===== src/rtl/mhd_error_accumulator.sv =====
// Streaming Hamming-distance statistics for the approximate-circuit miter flow.
// Accepts N (exact, approx) pairs, then reports violation count, HD sum/max and first violation index.
module mhd_error_accumulator #(
   parameter int          WIDTH = 9,
   parameter int unsigned MHD   = 1,
   parameter int          CNT_W = 16,
   parameter int          SUM_W = 24,
   localparam int         HW    = $clog2(WIDTH + 1)
) (
   input  logic             clk,
   input  logic             rst,
   input  logic             start,
   input  logic [CNT_W-1:0] num_samples,
   input  logic             in_valid,
   output logic             in_ready,
   input  logic [WIDTH-1:0] in_exact,
   input  logic [WIDTH-1:0] in_approx,
   output logic             busy,
   output logic             done,
   output logic [CNT_W-1:0] err_count,
   output logic [SUM_W-1:0] hd_sum,
   output logic [HW-1:0]    hd_max,
   output logic             first_viol_valid,
   output logic [CNT_W-1:0] first_viol_idx
);

   // Handshake: a sample transfers on a rising clk edge where in_valid && in_ready;
   // in_ready is registered and never depends on in_valid in the same cycle.

   typedef enum logic [1:0] {
      IDLE  = 2'd0,
      RUN   = 2'd1,
      DRAIN = 2'd2,
      DONE  = 2'd3
   } state_t;

   state_t           state;
   logic [CNT_W-1:0] n_lat;
   logic [CNT_W-1:0] accepted;
   logic             s1_valid;
   logic [HW-1:0]    s1_hd;
   logic [CNT_W-1:0] s1_idx;

   function automatic logic [HW-1:0] popcount(input logic [WIDTH-1:0] v);
      logic [HW-1:0] c;
      c = '0;
      for (int i = 0; i < WIDTH; i++) begin
         c = c + HW'(v[i]);
      end
      return c;
   endfunction

   logic             accept;
   logic [HW-1:0]    in_hd;
   logic             s1_viol;
   logic [SUM_W:0]   sum_ext;

   assign accept  = in_valid && in_ready;
   assign in_hd   = popcount(in_exact ^ in_approx);
   assign s1_viol = 32'(s1_hd) > MHD;
   // One extra bit catches the carry so the sum clamps instead of wrapping.
   assign sum_ext = {1'b0, hd_sum} + (SUM_W + 1)'(s1_hd);

   always_ff @(posedge clk or posedge rst) begin
      if (rst) begin
         state            <= IDLE;
         in_ready         <= 1'b0;
         busy             <= 1'b0;
         done             <= 1'b0;
         n_lat            <= '0;
         accepted         <= '0;
         s1_valid         <= 1'b0;
         s1_hd            <= '0;
         s1_idx           <= '0;
         err_count        <= '0;
         hd_sum           <= '0;
         hd_max           <= '0;
         first_viol_valid <= 1'b0;
         first_viol_idx   <= '0;
      end else begin
         done     <= 1'b0;
         s1_valid <= accept;

         if (accept) begin
            s1_hd  <= in_hd;
            s1_idx <= accepted;
         end

         if (s1_valid) begin
            if (s1_viol) begin
               err_count <= err_count + CNT_W'(1);
               if (!first_viol_valid) begin
                  first_viol_valid <= 1'b1;
                  first_viol_idx   <= s1_idx;
               end
            end
            if (s1_hd > hd_max) begin
               hd_max <= s1_hd;
            end
            hd_sum <= sum_ext[SUM_W] ? {SUM_W{1'b1}} : sum_ext[SUM_W-1:0];
         end

         case (state)
            IDLE: begin
               if (start) begin
                  state            <= RUN;
                  busy             <= 1'b1;
                  n_lat            <= num_samples;
                  accepted         <= '0;
                  in_ready         <= (num_samples != '0);
                  err_count        <= '0;
                  hd_sum           <= '0;
                  hd_max           <= '0;
                  first_viol_valid <= 1'b0;
                  first_viol_idx   <= '0;
               end
            end
            RUN: begin
               // in_ready drops right after the N-th transfer, so accepted never exceeds N.
               if (accept) begin
                  accepted <= accepted + CNT_W'(1);
                  if ((accepted + CNT_W'(1)) == n_lat) begin
                     in_ready <= 1'b0;
                  end
               end
               if (accepted == n_lat) begin
                  state <= DRAIN;
               end
            end
            DRAIN: begin
               if (!s1_valid) begin
                  state <= DONE;
                  done  <= 1'b1;
               end
            end
            DONE: begin
               state <= IDLE;
               busy  <= 1'b0;
            end
            default: begin
               state <= IDLE;
            end
         endcase
      end
   end

endmodule


===== config.mk =====
export PLATFORM = sky130hd
export DESIGN_NAME = mhd_error_accumulator
export DESIGN_NICKNAME = d
export VERILOG_FILES = /design/src/rtl/mhd_error_accumulator.sv
export SDC_FILE = /design/constraint.sdc
export NUM_CORES = 1
export LEC_CHECK = 0
export ABC_AREA = 0
export BUFFER_PORTS_ARGS = -buffer_cell sky130_fd_sc_hd__buf_2
export CAP_MARGIN = 20
export CORE_UTILIZATION = 40
export DETAILED_ROUTE_END_ITERATION = 16
export GPL_TIMING_DRIVEN = 0
export PLACE_DENSITY_LB_ADDON = 0.15
export SLEW_MARGIN = 40
export SYNTH_ARGS = -nofsm -noshare
export SYNTH_HDL_FRONTEND = slang
export SYNTH_SLANG_ARGS = --single-unit

===== constraint.sdc =====
create_clock -name clk -period 3.8 [get_ports clk]
set_clock_uncertainty 0.05 [all_clocks]
set_input_delay 0.57 -clock clk [delete_from_list [all_inputs] [get_ports clk]]
set_output_delay 0.57 -clock clk [all_outputs]
set_load 0.05 [all_outputs]

; After elaboration in Yosys (flattened, before gate mapping)
; Cells that the tools add are included.
[op_classes]
mux = 36
bitwise = 1
add_sub_neg = 11
eq_ne = 10
order_cmp = 2
reduce_logical = 10
[ops]
columns = cell, n
row1 = 16-bit two-way mux, 11
row2 = 24-bit two-way mux, 4
row3 = 16-bit by 1-bit adder with 16-bit output (second input constant), 2
row4 = 16-bit == test, 2
row5 = 16-bit one-hot mux with 2 select lines, 1
row6 = 24-bit by 4-bit adder with 25-bit output, 1
row7 = 4-bit by 1-bit adder with 4-bit output, 5
row8 = 4-bit two-way mux, 4
row9 = 16-bit nonzero test, 1
row10 = 1-bit two-way mux, 10
row11 = 2-bit != test (second input constant), 5
row12 = 9-bit bitwise XOR, 1
row13 = 2-bit one-hot mux with 4 select lines, 1
row14 = 2-bit two-way mux, 3
row15 = 3-bit AND reduction, 2
row16 = 3-bit by 1-bit adder with 4-bit output, 1
row17 = 2-bit == test (second input constant), 2
row18 = 4-bit by 1-bit greater-than comparator with 1-bit output (second input constant), 1
row19 = 4-bit greater-than comparator, 1
row20 = 1-bit one-hot mux with 2 select lines, 2
row21 = 2-bit AND reduction, 2
row22 = 4-bit AND reduction, 1
row23 = 2-bit nonzero test, 2
row24 = 2-bit by 1-bit adder with 3-bit output, 1
row25 = other kinds (4), 4
[word_totals]
regBits = 119
output_inout_bits = 64
in_bits = 38

; Logic depth before layout (Yosys ltp)
[logic_depth]
ltp_word = 9
depth_mapped = 11
depth_no_buf = 11

; Worst setup path before layout
; OpenSTA, ideal clock, no wires.
[synth_timing]
path_kind = in2reg
startpoint = in in_approx[0]
endpoint = reg s1_hd[1]
setup_ns = 0.083
n_path_buf = 0
t_required_ns = 3.667
path_stages = 10
path_slack_ns = 0.252
arrival_ns = 3.415
cell_sequence = xor2_1 -> fa_1 -> inv_1 -> fa_1 -> fa_1 -> inv_1 -> fa_1 -> inv_1 -> fa_1 -> o21ai_0
[synth_between]
elab_chain_cells = 9
[synth_rtl]
columns = item, line
row1 = start: declaration, 17  ; input logic [WIDTH-1:0] in_approx,
row2 = 9-bit bitwise XOR, 59  ; assign in_hd = popcount(in_exact ^ in_approx);
row3 = 1-bit by 1-bit adder with 2-bit output, 48  ; c = c + HW'(v[i]);
row4 = 2-bit by 1-bit adder with 3-bit output, 48
row5 = 3-bit by 1-bit adder with 4-bit output, 48
row6 = 4-bit by 1-bit adder with 4-bit output (5 in a row), 48
row7 = end signal: assignment, 85  ; s1_hd <= in_hd;
row8 = end: declaration, 41  ; logic [HW-1:0] s1_hd;
; Every way passes these cells.
; A chain may end at the register's enable or synchronous reset.

; Worst setup path after layout
; Ends and elaborated chain as after synthesis.

==> impl_metrics.tcl <==
set metrics [dict create \
    numCtsBuffers 17 \
    drc 0 \
    cts.sinks 119 \
    grt_max_degree 80 \
    grt_antenna_before_repair 0 \
    final_util_pct 50.0 \
    seq_area_frac_synth_pct 48.0 \
    die-area_um2 16000 \
    dpl_worst_slack_ns -0.0233 \
    start_util_pct 41.0 \
    placedCellCount 931 \
    max-vdd-ir-drop_v 0.000369 \
    drtIter0Drc 247 \
    drt.antenna.violating_nets 0 \
    ys.flop_type "dfrtp_1" \
    htreeDepth 4 \
    yosys_warnings 0 \
    fin_nets 822 \
    synth_top_cell_area_share_pct 48.0 \
    critPathArrivalTime_ns 3.64 \
    cts_tree "yes" \
    tightest_slew_ns 0.725 \
    wl_per_cell_um 15.5 \
    hold_class "in2async" \
    clock_latency_ns 0.42 \
    portBuffers 101 \
    min_period_over_period_pct 88.2 \
    start_kind "input port" \
    cts_setup_buffers 0 \
    drv_slew 0 \
    layout.cells.non_filler 961 \
    min_period_ns 3.35 \
    relSlewSlack_pct 51.5 \
    vias_per_cell 5.27 \
    hold_viol_final 0 \
    dr.pass1.iters 4 \
    worstPathRequired_ns 4.09 \
    status "complete, no violations" \
    hold-worst-slack_ns 0.0747 \
    cts_resized 0 \
    synth_area_um2 6200 \
    ios 102 \
    place_congestion 0.922 \
    post-synth-top-count-cell "nand2_1" \
    rsz0062_at_grt "false" \
    place_hpwl_um 11100 \
    reg2reg_depth 9 \
    crit_path_max_fanout 2 \
    fp.coreArea_um2 15100 \
    rows 45 \
    syn_inst 641 \
    drive_gt1_share_pct 21.3 \
    max_freq_ghz 0.298 \
    worst_slack_ns 0.447 \
    yosys-top-cells-area "dfrtp_1 48%, nand2_1 7.3%, xnor2_1 4.9%, xor2_1 4.8%, ha_1 3.2%" \
    fill_cells 1423 \
    die_w_um 127 \
    grt_pass1_wl_um 25100 \
    routed_wl_um 14900 \
    grt_overflow 0 \
    p_leak_uw 0.00366 \
    synth_largest_area_cell "dfrtp_1" \
    cp-end-kind "register" \
    areaGrowthSynthToFinish_pct 22.2 \
    ys_seq_elements 119 \
    n_antenna_cell 0 \
    grt_pass1_vias 5111 \
    synthTopCellsByCount "120 x nand2_1, 119 x dfrtp_1, 51 x nor2_1" \
    synthArstFlopShare_pct 100 \
    critical_path_class "in2reg" \
    root_buffer "clkbuf_16" \
    cts_buffer_depth 2 \
    postCtsHoldBufs 0 \
    synth_area_per_cell_um2 9.68 \
    vias 5064 \
    synth_edf_count 0 \
    setup_viol 0 \
    powerDensity_nw_per_um2 710 \
    ys_types 55 \
    clkTransAtPathRegs_ns 0.05 \
    grtUsageTotal_pct 20.2 \
    dieHeight_um 127 \
    syn_nets 701 \
    drv_cap 0 \
]
-- layout by cell type, fill, tap and decap left out, types with 5 or more instances in the layout --
| cell | synthesis | final |
|---|---|---|
| o31ai_1 | 5 | 5 |
| fa_1 | 6 | 6 |
| clkbuf_1 | 25 | 26 |
| nor2b_1 | 7 | 7 |
| inv_1 | 21 | 20 |
| clkbuf_16 | 0 | 17 |
| a21o_1 | 7 | 7 |
| xor2_1 | 34 | 34 |
| nor2_1 | 51 | 51 |
| xnor2_1 | 35 | 35 |
| nand4_1 | 17 | 17 |
| nor4b_1 | 5 | 5 |
| mux2_2 | 16 | 16 |
| buf_2 | 3 | 104 |
| nand2_1 | 120 | 120 |
| a21oi_1 | 38 | 37 |
| ha_1 | 16 | 16 |
| o21ai_0 | 15 | 15 |
| nor3_1 | 8 | 8 |
| mux2i_1 | 9 | 9 |
| dfrtp_1 | 119 | 119 |
| nand3_1 | 22 | 22 |
| nor4_1 | 8 | 8 |
-- worst max-delay path: stages --
cell and delay [ns]:
buf_2 0.10, xor2_1 0.17, fa_1 0.53, inv_1 0.06, fa_1 0.52, fa_1 0.54, inv_1 0.05, fa_1 0.43
inv_1 0.08, fa_1 0.41, o21ai_0 0.18
-- layout make-up --
type	instances	area (um^2)	area share, %
Clock inverter	9	125	1.65
Multi-Input combinational cell	471	3020	39.9
Buffer	30	128	1.68
Inverter	21	86.3	1.14
Timing Repair Buffer	102	533	7.03
Sequential cell	119	2980	39.3
Clock buffer	21	470	6.21
Tap cell	188	235	3.10
-- sequential cells by signal, summed over array words and instances, names as in the netlist, 2 cells and up --
register and flops:
accepted 16, err_count 16, first_viol_idx 16, hd_max 4, hd_sum 24, n_lat 16
s1_hd 4, s1_idx 16, state 2
-- metal layers --
metal	global-route usage, %	wire [um]	up-vias
li1	-	-	2445
met1	25.1	6600	2451
met2	33.7	7290	134
met3	4.01	586	34
met4	9.85	401	0
met5	0	0	-
-- per-stage QoR --
step                setup TNS (ns)  total power (uW)  instance area, um^2
finish                           0              5380                 7580
global route                     0              5720                 7580
CTS                              0              5430                 7580
floorplan                        0              3240                 6200
detailed placement         -0.0233              3790                 6980
global placement           -160.64              3710                 6950
-- final timing paths --
kind,to,slack [ns],startpoint
max,s1_hd[1],0.45,in_approx[0]
min,hd_sum[12],0.07,rst
max reg2reg,hd_sum[7],1.17,hd_sum[0]
min reg2reg,s1_idx[13],0.44,s1_idx[13]
max in group asynchronous,err_count[3],2.94,rst
min in group clk,n_lat[11],0.30,num_samples[11]
-- cell families (layout without fill, tap and decap cells) --
logic type,Yosys count,in the layout,share of synthesized area [%]
fa+ha+maj,22,22,5.16
simple gates,260,260,19.5
mux,25,25,4.36
xor+xnor,69,69,9.74
compound gates,95,95,9.96
buf+inv,51,183,3.33
flops,119,119,48.0
-- power by group --
part	total [uW]	internal [uW]	switching [uW]
sequential	1780	1520	261
combinational	1980	695	1290
clock	1620	1070	551
total	5380	3280	2100
No activity file was read; power rests on OpenSTA's default activity.
